<file path="src/rtl/clk_div_pkg.sv">
// rtl/clk_div_pkg.sv - shared types and defaults for divided-clock monitors
package clk_div_pkg;

  typedef enum logic [2:0] {
    IDLE,
    ARM,
    MEASURE,
    LOCKED,
    ERROR
  } mon_state_t;

  localparam int CNT_W_DEFAULT    = 8;
  localparam int LOCK_CNT_DEFAULT = 4;

endpackage

</file>
<file path="src/rtl/sync_rise_det.sv">
// rtl/sync_rise_det.sv - sampling flops on an asynchronous level plus rising-edge detect
module sync_rise_det #(
  parameter int SYNC_STAGES = 2
) (
  input  logic clk_in,
  input  logic rst_n,
  input  logic din,
  output logic s,
  output logic rise
);

  logic [SYNC_STAGES-1:0] sync_q;
  logic                   s_d;

  always_ff @(posedge clk_in or negedge rst_n) begin
    if (!rst_n) begin
      sync_q <= '0;
      s_d    <= 1'b0;
    end else begin
      for (int i = SYNC_STAGES - 1; i > 0; i--) begin
        sync_q[i] <= sync_q[i-1];
      end
      sync_q[0] <= din;
      s_d       <= sync_q[SYNC_STAGES-1];
    end
  end

  assign s    = sync_q[SYNC_STAGES-1];
  assign rise = s & ~s_d;

endmodule

</file>
<file path="src/rtl/div_clk_monitor.sv">
// rtl/div_clk_monitor.sv - measures period/high time of a divided clock and
// reports lock or sticky error against an expected even ratio
module div_clk_monitor
  import clk_div_pkg::*;
#(
  parameter int CNT_W       = CNT_W_DEFAULT,
  parameter int LOCK_CNT    = LOCK_CNT_DEFAULT,
  parameter int SYNC_STAGES = 2
) (
  input  logic             clk_in,
  input  logic             rst_n,
  input  logic             div_in,
  input  logic             enable,
  input  logic [CNT_W-1:0] ratio_in,
  output logic [CNT_W-1:0] period_out,
  output logic [CNT_W-1:0] high_out,
  output logic             meas_valid,
  output logic             locked,
  output logic             err
);

  localparam int GW = $clog2(LOCK_CNT + 1);

  mon_state_t       state;
  mon_state_t       state_nxt;
  logic             s;
  logic             rise;
  logic [CNT_W:0]   cnt;
  logic [CNT_W:0]   hcnt;
  logic [CNT_W:0]   limit;
  logic [CNT_W-1:0] ratio_q;
  logic [GW-1:0]    good_cnt;
  logic             timeout;
  logic             match;
  logic             lock_hit;
  logic             measuring;

  function automatic logic [CNT_W-1:0] clip(input logic [CNT_W:0] v);
    return v[CNT_W] ? '1 : v[CNT_W-1:0];
  endfunction

  sync_rise_det #(.SYNC_STAGES(SYNC_STAGES)) u_sync (
    .clk_in (clk_in),
    .rst_n  (rst_n),
    .din    (div_in),
    .s      (s),
    .rise   (rise)
  );

  // Counters are one bit wider than the ratio so 2*ratio never wraps.
  assign limit     = {ratio_q, 1'b0};
  assign timeout   = cnt > limit;
  assign match     = (cnt == {1'b0, ratio_q}) && (hcnt == {2'b00, ratio_q[CNT_W-1:1]});
  assign measuring = (state == MEASURE) || (state == LOCKED);
  assign lock_hit  = (good_cnt == GW'(LOCK_CNT - 1));

  always_ff @(posedge clk_in or negedge rst_n) begin
    if (!rst_n) begin
      state <= IDLE;
    end else begin
      state <= state_nxt;
    end
  end

  // A rise always takes priority over a timeout in the same cycle.
  always_comb begin
    state_nxt = state;
    if (!enable) begin
      state_nxt = IDLE;
    end else begin
      case (state)
        IDLE:    state_nxt = ARM;
        ARM: begin
          if (ratio_q < CNT_W'(2)) state_nxt = ERROR;
          else if (rise)           state_nxt = MEASURE;
          else if (timeout)        state_nxt = ERROR;
        end
        MEASURE: begin
          if (rise) begin
            if (match && lock_hit) state_nxt = LOCKED;
          end else if (timeout) begin
            state_nxt = ERROR;
          end
        end
        LOCKED: begin
          if (rise) begin
            if (!match) state_nxt = ERROR;
          end else if (timeout) begin
            state_nxt = ERROR;
          end
        end
        ERROR:   state_nxt = ERROR;
        default: state_nxt = IDLE;
      endcase
    end
  end

  always_comb begin
    locked = 1'b0;
    err    = 1'b0;
    case (state)
      LOCKED:  locked = 1'b1;
      ERROR:   err    = 1'b1;
      default: ;
    endcase
  end

  always_ff @(posedge clk_in or negedge rst_n) begin
    if (!rst_n) begin
      ratio_q    <= '0;
      cnt        <= '0;
      hcnt       <= '0;
      good_cnt   <= '0;
      period_out <= '0;
      high_out   <= '0;
      meas_valid <= 1'b0;
    end else if (!enable || state == IDLE) begin
      if (enable) ratio_q <= ratio_in;
      cnt        <= '0;
      hcnt       <= '0;
      good_cnt   <= '0;
      period_out <= '0;
      high_out   <= '0;
      meas_valid <= 1'b0;
    end else begin
      meas_valid <= 1'b0;
      if (rise) begin
        cnt  <= (CNT_W+1)'(1);
        hcnt <= (CNT_W+1)'(1);
        if (measuring) begin
          period_out <= clip(cnt);
          high_out   <= clip(hcnt);
          meas_valid <= 1'b1;
          if (state == MEASURE) good_cnt <= match ? good_cnt + 1'b1 : '0;
        end
      end else begin
        if (cnt != '1) cnt <= cnt + 1'b1;
        if (s && hcnt != '1) hcnt <= hcnt + 1'b1;
      end
    end
  end

endmodule

</file>
<file path="config.mk">
export PLATFORM = sky130hd
export DESIGN_NAME = div_clk_monitor
export DESIGN_NICKNAME = d
export VERILOG_FILES = /design/src/rtl/clk_div_pkg.sv /design/src/rtl/sync_rise_det.sv /design/src/rtl/div_clk_monitor.sv
export SDC_FILE = /design/constraint.sdc
export NUM_CORES = 1
export LEC_CHECK = 0
export ABC_CLOCK_PERIOD_IN_PS = 4000
export BUFFER_PORTS_ARGS = -buffer_cell sky130_fd_sc_hd__clkbuf_2
export CORE_MARGIN = 2
export CORE_UTILIZATION = 55
export DETAILED_ROUTE_END_ITERATION = 8
export GPL_ROUTABILITY_DRIVEN = 1
export PLACE_DENSITY = 0.76
export SKIP_LAST_GASP = 1
export SLEW_MARGIN = 10
export SYNTH_ARGS = -nofsm -noshare
export SYNTH_HDL_FRONTEND = slang
export SYNTH_HIERARCHICAL = 1
export SYNTH_SLANG_ARGS = --single-unit
</file>
<file path="constraint.sdc">
create_clock -name clk_in -period 4 [get_ports clk_in]
set_clock_uncertainty 0.1 [all_clocks]
set_input_delay 0.8 -clock clk_in [delete_from_list [all_inputs] [get_ports clk_in]]
set_output_delay 0.8 -clock clk_in [all_outputs]
set_load 0.02 [all_outputs]
</file>
==> out/qor.log, run 1 <==
[outcome] run status completed
[logic_synthesis] Post-synth ARST share 1.000
[pwr] leakage power figure 1.388 nW
[die] width of the die 74.59 um
[detailed_routing] DRC errors left 0
[critical_path] Setup Crit Path Kind reg -> reg
[grt] vias in the first global route 2,045
[flow_run] Max Cap Viol 0
[die] total I/O pin count 31
[logic_synthesis] post-synthesis sequential element count 52
[placement] instance count after placement with tap cells included 376
[worst_hold_path] kind of path behind the tightest hold check reg -> reg
[cells_and_area] number of antenna diodes 0
[logic_synthesis] top area cells in the synthesized netlist sky130_fd_sc_hd__dfrtp_1 47%, sky130_fd_sc_hd__nor3_1 7.5%, sky130_fd_sc_hd__ha_1 6.4%
[cells_and_area] final cell count without fillers 384
[grt] met3 capacity usage during global routing 0.04607
[logic_synthesis] number of warnings issued by yosys 6
[logic_synthesis] instance count of the mapped netlist 294
[grt] busiest layer in global routing met2
[cells_and_area] share of the core filled with cells in the final layout 0.6311
[detailed_routing] vias after detailed routing 2,185
[placement] half-perimeter wire length of the detailed placement result 4145 um
[cts] number of buffers created by CTS 5
[detailed_routing] number of routed nets with antenna violations 0
[detailed_routing] number of optimization iterations in the first detailed-route pass 4
[cts] number of H-tree branching levels 2
[sta] total count of hold-check failures in the final report 0
[detailed_routing] drt initial violations 277
[grt] largest net degree at the start of global routing 29
[logic_synthesis] number of synthesized flops with an enable pin 0
[logic_synthesis] prevailing post-synth register cell sky130_fd_sc_hd__dfrtp_1
[sta] FMAX 417.0 MHz
[critical_path] required time worst endpoint 4.15 ns
[cells_and_area] fraction of final layout cells sized beyond drive strength 1 0.1577
[sta] RSZ-0062 raised after global routing no
[logic_synthesis] Post-Synthesis Mean Instance Area 9.320 um^2
[cells_and_area] synthesis-to-layout area growth 9.498%
[sta] slew margin rel. 0.3548
[cells_and_area] most frequent standard cell in the layout excluding fill and tap cells sky130_fd_sc_hd__dfrtp_1
[cells_and_area] commonest cells after routing, fill and taps aside 52 x sky130_fd_sc_hd__dfrtp_1, 42 x sky130_fd_sc_hd__nor2_1, 41 x sky130_fd_sc_hd__nor3_1
[die] Core Rows 25
[logic_synthesis] Unique masters post-synth 42
[logic_synthesis] Cell Area, Synth 2740 um^2
[placement] post-placement setup slack 1.614 ns
[logic_synthesis] Mapped Nets 320
[sta] final setup violation count 0
[die] DIE AREA 5563 um^2
[critical_path] CP max FO 6
[cts] clock tree from TritonCTS built
[logic_synthesis] share of synthesized area occupied by flip-flops and latches 0.4749
[cts] Post-CTS Resized 0
[grt] total global routing track utilization 0.2387
[pwr] power density of the placed cells 447.5 nW/um^2
[cts] number of sinks driven by the clock tree 52
[die] area inside the core boundary 4755 um^2
[cts] clock-pin slew reported for the worst setup and hold paths after clock tree synthesis 0.11 ns
[pwr] maximum VDD drop 0.2664 mV
[sta] max-slew violations 0
[logic_synthesis] dominant cell type by area after synthesis sky130_fd_sc_hd__dfrtp_1
[grt] global routing usage on met2 0.3658
[critical_path] crit path DAT 2.55 ns
[sta] share of the clock period used by the worst path after layout 0.5995
[cts] CTS hold repair buffers 0
[grt] initial antenna violation count 0
[placement] RePlAce Congestion 0.8523
[detailed_routing] average wire per standard cell 15.46 um
[sta] measured slew at the worst slew-check pin 0.9636 ns
[sta] total negative slack for setup checks 0 ns
[critical_path] endpoint type of the worst setup path flip-flop
[cts] root buf cell sky130_fd_sc_hd__clkbuf_8
[sta] setup slack of the critical path after layout 1.602 ns
[die] die outline height 74.59 um
[detailed_routing] detail-routed via count per cell 5.690
[grt] total congestion overflow 0
[die] effective utilization at floorplan 0.5763
[grt] met1 GRT Util 0.3443
[critical_path] critical path startpoint category flip-flop
[grt] first-pass GRT wire length 10,050 um
[cells_and_area] final-stage net count 342
[cts] number of buffers between clock root and the deepest sink 2
[placement] Port Buffer Count 30
[cells_and_area] Filler cells 418
[detailed_routing] total routed wirelength 5935 um
[sta] Final min period 2.398 ns
[cts] buffers inserted during post-CTS setup optimization 0
[logic_synthesis] portion of synthesized cell area occupied by the leading cell type 0.4749
[cts] clock latency reported for the late side of the worst-skew pair 0.32 ns
-- path summary, 6_finish.rpt --
check	startpoint	to	cells past startpoint	slack (ns)
max in group asynchronous	rst_n	hcnt[0]	2	2.63
worst min register to register	u_sync/sync_q[0]	u_sync/sync_q[1]	0	0.26
worst max-delay path	hcnt[0]	hcnt[7]	8	1.60
min in group asynchronous	rst_n	period_out[0]	1	0.38
worst max register to register	hcnt[0]	hcnt[7]	8	1.60
worst min-delay path	u_sync/sync_q[0]	u_sync/sync_q[1]	0	0.26
-- report_power, final --
group | total, mW | switching (mW) | internal, mW
Clock | 0.319 | 0.191 | 0.129
Combinational | 0.357 | 0.216 | 0.141
Sequential | 0.666 | 0.0820 | 0.584
-- per-stage QoR --
stage / hold slack, ns / cell area (um^2) / total power [mW]
after floorplan: 0.2312 / 2740 / 0.9156
after global placement: 0.2331 / 2904 / 1.013
after detailed placement: 0.2373 / 2904 / 1.025
after CTS: 0.2603 / 3000 / 1.344
after global routing: 0.2715 / 3000 / 1.432
final: 0.2571 / 3000 / 1.343
-- final cells by class --
cell class | instances | area (um^2) | share of cell area
repair buffers | 33 | 172.7 | 0.05755
clock buffers | 5 | 68.82 | 0.02294
well taps | 67 | 83.83 | 0.02794
flip-flops and latches | 52 | 1301 | 0.4337
inverters | 10 | 37.54 | 0.01251
multi-input cells | 214 | 1309 | 0.4362
clock inverters | 3 | 27.53 | 0.009174
-- Yosys cell counts, types with 2 or more instances --
library cell / count
sky130_fd_sc_hd__xnor2_1: 6
sky130_fd_sc_hd__nand2_1: 18
sky130_fd_sc_hd__nand3b_1: 3
sky130_fd_sc_hd__xor2_1: 7
sky130_fd_sc_hd__nor2b_1: 5
sky130_fd_sc_hd__dfrtp_1: 52
sky130_fd_sc_hd__nand3_1: 6
sky130_fd_sc_hd__inv_1: 10
sky130_fd_sc_hd__nor3b_1: 3
sky130_fd_sc_hd__a21oi_1: 10
sky130_fd_sc_hd__buf_6: 3
sky130_fd_sc_hd__buf_1: 2
sky130_fd_sc_hd__and3_1: 7
sky130_fd_sc_hd__buf_2: 2
sky130_fd_sc_hd__o22ai_1: 3
sky130_fd_sc_hd__ha_1: 14
sky130_fd_sc_hd__mux2_2: 2
sky130_fd_sc_hd__clkbuf_1: 11
sky130_fd_sc_hd__o211ai_1: 3
sky130_fd_sc_hd__nor2_1: 42
sky130_fd_sc_hd__nand4_1: 6
sky130_fd_sc_hd__and3_2: 2
sky130_fd_sc_hd__nor3_1: 41
sky130_fd_sc_hd__or3_1: 3
sky130_fd_sc_hd__o21ai_0: 13
sky130_fd_sc_hd__mux2i_1: 4
-- logic make-up after synthesis --
group | synth area share
multiplexers | 0.02283
adder cells (fa/ha/maj) | 0.06393
flip-flops | 0.4749
AND/OR/NAND/NOR | 0.2712
buffers and inverters | 0.04749
XOR/XNOR | 0.04155
AO/OA/AOI/OAI | 0.07809
-- registers in the layout (all words and copies together), names as in the netlist --
| signal | flops |
|---|---|
| meas_valid | 1 |
| u_sync/s_d | 1 |
| high_out | 8 |
| ratio_q | 8 |
| state | 3 |
| good_cnt | 3 |
| period_out | 8 |
| hcnt | 9 |
| u_sync/sync_q | 2 |
| cnt | 9 |
-- layer usage --
metal / part of all wire / wire length (um)
met1: 0.47 / 2783
met2: 0.46 / 2745
met3: 0.053 / 316
met4: 0.015 / 89
met5: 0 / 0
-- worst max-delay path: stages, from the launching register on --
cell and delay [ns]:
sky130_fd_sc_hd__dfrtp_1 0.46, sky130_fd_sc_hd__ha_1 0.26, sky130_fd_sc_hd__nand3_1 0.09, sky130_fd_sc_hd__nor2_1 0.05, sky130_fd_sc_hd__ha_1 0.17, sky130_fd_sc_hd__nor2b_1 0.40
sky130_fd_sc_hd__nand4_1 0.27, sky130_fd_sc_hd__or3_1 0.37, sky130_fd_sc_hd__a21oi_1 0.16
Power figures use the tool's default switching activity.
==> inputs of run 2 (changes only) <==
- ABC_AREA: not set -> 1
- ABC_CLOCK_PERIOD_IN_PS: 4000 -> 2400
- PLACE_DENSITY: 0.76 -> 0.75
- clock period: 4 -> 2.4 ns (I/O delays scaled with it)
==> out/qor.log, run 2 <==
[sta] total negative slack for setup checks 0 ns [unchanged]
[detailed_routing] vias after detailed routing 2,628 [+20%]
[sta] total count of hold-check failures in the final report 0 [unchanged]
[sta] slew margin rel. 0.5752 [+0.2204]
[sta] max-slew violations 0 [unchanged]
[logic_synthesis] largest family of logic cells by synthesized area simple AND/OR/NAND/NOR gates
[worst_hold_path] kind of path behind the tightest hold check in -> async
[die] total I/O pin count 31 [unchanged]
[logic_synthesis] Cell Area, Synth 2902 um^2 [+5.9%]
[grt] initial antenna violation count 0 [unchanged]
[logic_synthesis] share of synthesized area occupied by flip-flops and latches 0.4485 [-0.02642]
[cells_and_area] Regs by FF count cnt (9), hcnt (9)
[logic_synthesis] top area cells in the synthesized netlist sky130_fd_sc_hd__dfrtp_1 45%, sky130_fd_sc_hd__nand2_1 14%, sky130_fd_sc_hd__ha_1 6.0%
[die] die outline height 76.63 um [+2.7%]
[cells_and_area] final-stage net count 439 [+28%]
[placement] Port Buffer Count 30 [unchanged]
[die] width of the die 76.63 um [+2.7%]
[cts] clock tree from TritonCTS built
[die] Core Rows 26 [+4.0%]
[detailed_routing] number of routed nets with antenna violations 0 [unchanged]
[cells_and_area] synthesis-to-layout area growth 14.01%
[pwr] total power draw 2.095 mW [+56%]
[critical_path] CP max FO 5 [-1]
[detailed_routing] total routed wirelength 6639 um [+12%]
[logic_synthesis] instance count of the mapped netlist 374 [+27%]
[cts] number of buffers between clock root and the deepest sink 2 [unchanged]
[cts] clock latency reported for the late side of the worst-skew pair 0.31 ns [about the same]
[cts] number of buffers created by CTS 5 [unchanged]
[placement] half-perimeter wire length of the detailed placement result 4964 um [+20%]
[pwr] leakage power figure 1.704 nW [+23%]
[detailed_routing] DRC errors left 0 [unchanged]
[cts] CTS hold repair buffers 0 [unchanged]
[detailed_routing] number of optimization iterations in the first detailed-route pass 4 [unchanged]
[detailed_routing] average wire per standard cell 13.72 um [-11%]
[critical_path] crit path DAT 2.30 ns [-0.25 ns]
[logic_synthesis] number of synthesized flops with an enable pin 0 [unchanged]
[logic_synthesis] post-synthesis adder-cell area fraction 0.06037 [-0.003556]
[cts] root buf cell sky130_fd_sc_hd__clkbuf_8
[logic_synthesis] prevailing post-synth register cell sky130_fd_sc_hd__dfrtp_1
[logic_synthesis] Unique masters post-synth 33 [-21%]
[grt] busiest layer in global routing met2
[cells_and_area] number of antenna diodes 0 [unchanged]
[logic_synthesis] number of warnings issued by yosys 6 [unchanged]
[sta] FMAX 462.2 MHz [+11%]
[flow_run] Max Cap Viol 0 [unchanged]
[grt] total global routing track utilization 0.2490 [+0.01033]
[grt] met3 capacity usage during global routing 0.04621 [+0.0001381]
[grt] largest net degree at the start of global routing 30 [+3.4%]
[logic_synthesis] post-synthesis share of cell area spent on and, or, nand and nor gates 0.3062 [+0.03493]
[logic_synthesis] portion of netlist area occupied by mux cells 0 [-0.02283]
[pwr] maximum VDD drop 0.3475 mV [+30%]
[critical_path] origin of the worst setup path hcnt[0]
[cts] number of H-tree branching levels 2 [unchanged]
[critical_path] Register-to-Register Path Depth 11 [+3]
[pwr] power density of the placed cells 633.3 nW/um^2 [+42%]
[sta] RSZ-0062 raised after global routing no
[grt] total congestion overflow 0 [unchanged]
[outcome] run status completed
[critical_path] endpoint type of the worst setup path flip-flop
[logic_synthesis] Post-Synthesis Mean Instance Area 7.758 um^2 [-17%]
[logic_synthesis] Post-synth ARST share 1.000 [unchanged]
[cells_and_area] commonest cells after routing, fill and taps aside 105 x sky130_fd_sc_hd__nand2_1, 50 x sky130_fd_sc_hd__dfrtp_1, 39 x sky130_fd_sc_hd__inv_1
[die] effective utilization at floorplan 0.5681 [-0.008212]
[logic_synthesis] Compound-Gate Fraction of Synth Area 0.1143 [+0.03619]
[detailed_routing] detail-routed via count per cell 5.430 [-4.6%]
[sta] measured slew at the worst slew-check pin 0.6372 ns [-0.3264 ns]
[detailed_routing] drt initial violations 233 [-16%]
[critical_path] required time worst endpoint 2.54 ns [-1.61 ns]
[logic_synthesis] post-synthesis sequential element count 52 [unchanged]
[sta] share of the clock period used by the worst path after layout 0.9015 [+0.3020]
[die] area inside the core boundary 5107 um^2 [+7.4%]
[critical_path] Setup Crit Path Kind reg -> reg
[placement] RePlAce Congestion 0.9821 [+15%]
[critical_path] critical path startpoint category flip-flop
[sta] final setup violation count 0 [unchanged]
[logic_synthesis] parity-gate share of the synthesized area counting xor and xnor cells 0.003019 [-0.03853]
[grt] vias in the first global route 2,480 [+21%]
[logic_synthesis] Mapped Nets 400 [+25%]
[die] DIE AREA 5872 um^2 [+5.6%]
[grt] first-pass GRT wire length 11,580 um [+15%]
[grt] global routing usage on met2 0.3956 [+0.02979]
[critical_path] reg-to-reg slack, setup 0.24 ns [-1.37 ns]
[cts] number of sinks driven by the clock tree 52 [unchanged]
[logic_synthesis] most common cell in the netlist sky130_fd_sc_hd__nand2_1
[cells_and_area] share of the core filled with cells in the final layout 0.6477 [+0.01667]
[logic_synthesis] dominant cell type by area after synthesis sky130_fd_sc_hd__dfrtp_1
[logic_synthesis] leading cell types by count after synthesis 105 x sky130_fd_sc_hd__nand2_1, 52 x sky130_fd_sc_hd__dfrtp_1, 39 x sky130_fd_sc_hd__inv_1, 35 x sky130_fd_sc_hd__o21ai_0, 32 x sky130_fd_sc_hd__nor2_1
[sta] Final min period 2.164 ns [-0.2345 ns]
[logic_synthesis] portion of synthesized cell area occupied by the leading cell type 0.4485 [-0.02642]
[grt] met1 GRT Util 0.3365 [-0.007835]
[critical_path] launching point of the worst reg2reg path hcnt[0]
[cells_and_area] fraction of final layout cells sized beyond drive strength 1 0.1643 [+0.006523]
[cts] clock-pin slew reported for the worst setup and hold paths after clock tree synthesis 0.10 ns [about the same]
[critical_path] terminus of the critical flop-to-flop path hcnt[5]
[cells_and_area] most frequent standard cell in the layout excluding fill and tap cells sky130_fd_sc_hd__nand2_1
## run 2: cell types whose count changed after synthesis, moves of 9 or more
cell / delta
sky130_fd_sc_hd__nand3_1: +22
sky130_fd_sc_hd__nor3_1: -36
sky130_fd_sc_hd__clkbuf_1: -9
sky130_fd_sc_hd__nor2_1: -10
sky130_fd_sc_hd__a21oi_1: +10
sky130_fd_sc_hd__inv_1: +29
sky130_fd_sc_hd__nand2_1: +87
sky130_fd_sc_hd__o21ai_0: +22
## run 2: final cells by class
type | instances | area, um^2
Sequential cell | 52 | 1304
Fill cell | 480 | 1799
Timing Repair Buffer | 37 | 215.2
Inverter | 45 | 168.9
Clock inverter | 3 | 46.29
Multi-Input combinational cell | 272 | 1418
Clock buffer | 5 | 68.82
Tap cell | 70 | 87.58
## run 2: through the flow
step           cell area [um^2]  hold slack (ns)  setup slack [ns]  cells
2_1_floorplan              2902          0.08441            0.3719    374
3_3_place_gp               3177           0.2379            0.2841    476
3_5_place_dp               3177           0.2426            0.1907    476
4_1_cts                    3292          0.08929            0.1277    484
5_1_grt                    3308           0.1023           0.01973    484
6_report                   3308          0.07054            0.2365    484
## run 2: critical path: stages (launching register included)
cell,delay (ns)
sky130_fd_sc_hd__dfrtp_1,0.45
sky130_fd_sc_hd__ha_1,0.29
sky130_fd_sc_hd__nand3_1,0.11
sky130_fd_sc_hd__nor2b_1,0.05
sky130_fd_sc_hd__ha_1,0.21
sky130_fd_sc_hd__nor2_4,0.16
sky130_fd_sc_hd__inv_1,0.11
sky130_fd_sc_hd__nand2_4,0.12
sky130_fd_sc_hd__nand3_1,0.10
sky130_fd_sc_hd__nor2_1,0.15
sky130_fd_sc_hd__o21ai_0,0.11
sky130_fd_sc_hd__a21oi_1,0.14
## run 2: kinds of logic (layout without fill, tap and decap cells)
| logic type | count (synthesis) | count (layout) |
|---|---|---|
| buf+inv | 50 | 90 |
| flops | 52 | 52 |
| xor+xnor | 1 | 1 |
| compound gates | 64 | 64 |
| simple gates | 193 | 193 |
| fa+ha+maj | 14 | 14 |
## run 2: timing repair
item | CTS | global route
resized for setup | 0 | 5
setup buffers | 0 | 0
setup endpoints to repair | 0 | 3
## run 2: worst max-delay path by stage
stage	end	cells after the start
6_report	hcnt[5]	11
5_1_grt	hcnt[5]	11
4_1_cts	hcnt[6]	14
3_5_place_dp	hcnt[6]	14
3_3_place_gp	hcnt[6]	14
2_1_floorplan	hcnt[6]	14
## run 2: metal layers
metal	up-vias	wire length [um]
li1	1297	-
met1	1226	2959
met2	88	3061
met3	17	424
met4	0	193
met5	-	0
## run 2: power breakdown
part / switching [mW] / total [mW] / internal [mW]
Combinational: 0.326 / 0.486 / 0.161
Sequential: 0.0635 / 0.995 / 0.931
Clock: 0.300 / 0.614 / 0.314
==> inputs of run 3 (changes only) <==
- ABC_AREA: 1 -> not set
- PLACE_DENSITY: 0.75 -> 0.76
==> out/qor.log, run 3 (same netlist as run 1, synthesis figures left out) <==
[cells_and_area] commonest cells after routing, fill and taps aside 51 x sky130_fd_sc_hd__dfrtp_1, 41 x sky130_fd_sc_hd__nor2_1, 41 x sky130_fd_sc_hd__nor3_1
[outcome] run status completed
[sta] final setup violation count 0 [unchanged]
[grt] initial antenna violation count 0 [unchanged]
[cells_and_area] Regs by FF count cnt (9), hcnt (9)
[cells_and_area] Final Instance Area 3092 um^2 [-6.5%]
[grt] largest net degree at the start of global routing 21 [-30%]
[detailed_routing] drt initial violations 194 [-17%]
[sta] total negative slack for setup checks 0 ns [unchanged]
[cells_and_area] Filler cells 404 [-16%]
[critical_path] endpoint of the most critical setup path hcnt[7]
[cells_and_area] synthesis-to-layout area growth 12.83%
[cts] clock-pin slew reported for the worst setup and hold paths after clock tree synthesis 0.10 ns [about the same]
[grt] total global routing track utilization 0.2406 [-0.008428]
[critical_path] CP max FO 6 [+1]
[critical_path] reg-to-reg slack, setup 0.21 ns [-0.03 ns]
[placement] Post-DP Area 2994 um^2 [-5.8%]
[cells_and_area] combined area of the multi-input logic cells 1314 um^2 [-7.3%]
[sta] total count of hold-check failures in the final report 0 [unchanged]
[critical_path] required time worst endpoint 2.53 ns [about the same]
[sta] FMAX 456.2 MHz [-1.3%]
[flow_run] Max Cap Viol 0 [unchanged]
[pwr] power density of the placed cells 720.1 nW/um^2 [+14%]
[sta] RSZ-0062 raised after global routing no
[sta] max-slew violations 0 [unchanged]
[die] width of the die 74.59 um [-2.7%]
[critical_path] Setup Crit Path Kind reg -> reg
[die] Core Rows 25 [-3.8%]
[die] DIE AREA 5563 um^2 [-5.3%]
[detailed_routing] number of routed nets with antenna violations 0 [unchanged]
[pwr] leakage power figure 1.451 nW [-15%]
[detailed_routing] number of optimization iterations in the first detailed-route pass 5 [+1]
[sta] share of the clock period used by the worst path after layout 0.9133 [+0.01187]
[critical_path] terminus of the critical flop-to-flop path hcnt[7]
[cts] number of buffers between clock root and the deepest sink 2 [unchanged]
[cells_and_area] number of antenna diodes 0 [unchanged]
[sta] Final min period 2.192 ns [+0.02848 ns]
[die] total I/O pin count 31 [unchanged]
[worst_hold_path] kind of path behind the tightest hold check in -> async
[cts] number of H-tree branching levels 2 [unchanged]
[sta] slew margin rel. 0.6620 [+0.08683]
[cts] number of buffers created by CTS 5 [unchanged]
[critical_path] critical path startpoint category flip-flop
[placement] RePlAce Congestion 0.8886 [-9.5%]
[cts] clock latency reported for the late side of the worst-skew pair 0.31 ns [about the same]
[sta] post-route worst hold slack 0.01806 ns [-0.05249 ns]
[critical_path] crit path DAT 2.32 ns [+0.02 ns]
[sta] setup slack of the critical path after layout 0.2080 ns [-0.02848 ns]
[detailed_routing] total routed wirelength 6006 um [-9.5%]
[cts] clock tree from TritonCTS built
[detailed_routing] vias after detailed routing 2,234 [-15%]
[cts] root buf cell sky130_fd_sc_hd__clkbuf_8
[detailed_routing] detail-routed via count per cell 5.641 [+3.9%]
[critical_path] launching point of the worst reg2reg path hcnt[0]
[cts] number of sinks driven by the clock tree 52 [unchanged]
[cells_and_area] most frequent standard cell in the layout excluding fill and tap cells sky130_fd_sc_hd__dfrtp_1
[grt] first-pass GRT wire length 10,120 um [-13%]
[placement] half-perimeter wire length of the detailed placement result 4371 um [-12%]
[cts] buffers inserted during post-CTS setup optimization 0 [unchanged]
[placement] post-placement setup slack 0.1551 ns [-0.03563 ns]
[placement] Port Buffer Count 30 [unchanged]
[die] area inside the core boundary 4755 um^2 [-6.9%]
[pwr] maximum VDD drop 0.3963 mV [+14%]
[grt] total congestion overflow 0 [unchanged]
[cells_and_area] final-stage net count 354 [-19%]
[detailed_routing] DRC errors left 0 [unchanged]
[die] die outline height 74.59 um [-2.7%]
[critical_path] origin of the worst setup path hcnt[0]
[critical_path] endpoint type of the worst setup path flip-flop
[cts] CTS hold repair buffers 0 [unchanged]
[critical_path] Register-to-Register Path Depth 8 [-3]
[sta] measured slew at the worst slew-check pin 0.5070 ns [-0.1302 ns]
[cells_and_area] Register Area 1303 um^2 [about the same]
[cells_and_area] fraction of final layout cells sized beyond drive strength 1 0.1976 [+0.03332]
[cells_and_area] share of the core filled with cells in the final layout 0.6503 [+0.002541]
[detailed_routing] average wire per standard cell 15.17 um [+11%]
[die] effective utilization at floorplan 0.5763 [+0.008212]
[grt] vias in the first global route 2,133 [-14%]
==> run 3: changes by cell type in the layout (fill, tap and decap cells not counted), sizes merged, moves of 4 or more <==
| cell | previous run | this run |
|---|---|---|
| nand3 | 30 | 6 |
| buf | 7 | 15 |
| xnor2 | 0 | 6 |
| and3 | 1 | 9 |
| xor2 | 1 | 7 |
| a21oi | 20 | 10 |
| nor3 | 5 | 41 |
| o21ai | 39 | 13 |
| nand2 | 109 | 18 |
| inv | 45 | 11 |
| mux2i | 0 | 4 |
| nor2b | 1 | 6 |
==> run 3: how the worst min path moves through the flow <==
| stage | start | to | slack, ns | cells after the start |
|---|---|---|---|---|
| 6_report | rst_n | good_cnt[2] | 0.02 | 1 |
| 5_1_grt | rst_n | good_cnt[2] | 0.04 | 1 |
| 4_1_cts | rst_n | hcnt[2] | 0.03 | 1 |
| 3_5_place_dp | u_sync/sync_q[0] | u_sync/sync_q[1] | 0.25 | 0 |
| 3_3_place_gp | u_sync/sync_q[0] | u_sync/sync_q[1] | 0.23 | 0 |
| 2_1_floorplan | rst_n | cnt[0] | 0.08 | 0 |
==> run 3: area by class of cell <==
type	count	area share
repair buffers	45	0.08499
inverters	10	0.01214
clock inverters	3	0.007284
clock buffers	5	0.02226
flip-flops and latches	52	0.4213
well taps	67	0.02711
multi-input cells	214	0.4249
==> run 3: worst max-delay path: stages, from the launching register on <==
cell and delay, ns:
sky130_fd_sc_hd__dfrtp_1 0.47, sky130_fd_sc_hd__ha_1 0.27, sky130_fd_sc_hd__nand3_1 0.09, sky130_fd_sc_hd__nor2_1 0.04
sky130_fd_sc_hd__ha_1 0.18, sky130_fd_sc_hd__nor2b_1 0.19, sky130_fd_sc_hd__nand4_1 0.25, sky130_fd_sc_hd__or3_1 0.37
sky130_fd_sc_hd__a21oi_1 0.16
==> run 3: per-layer routing <==
layer	GRT usage	share of wire	up-vias
li1	-	-	1091
met1	0.3272	0.46	1048
met2	0.3963	0.47	89
met3	0.04201	0.058	6
met4	0.07143	0.014	0
met5	0	0	-
==> run 3: through the flow <==
stage | std cells | total power, mW
3_3_place_gp | 388 | 1.697
6_report | 396 | 2.226
4_1_cts | 396 | 2.230
3_5_place_dp | 388 | 1.719
5_1_grt | 396 | 2.364
2_1_floorplan | 294 | 1.526
==> run 3: where the power goes <==
group	switching [mW]	total (mW)	internal, mW
Combinational	0.378	0.623	0.244
Sequential	0.119	1.09	0.975
Clock	0.300	0.509	0.209
Total	0.798	2.23	1.43
==> run 3: timing repair <==
item / 4_1_cts / 5_1_grt
endpoints found under the setup margin: 0 / 1
endpoints found under the hold margin: 0 / 0
gates resized for setup: 0 / 3
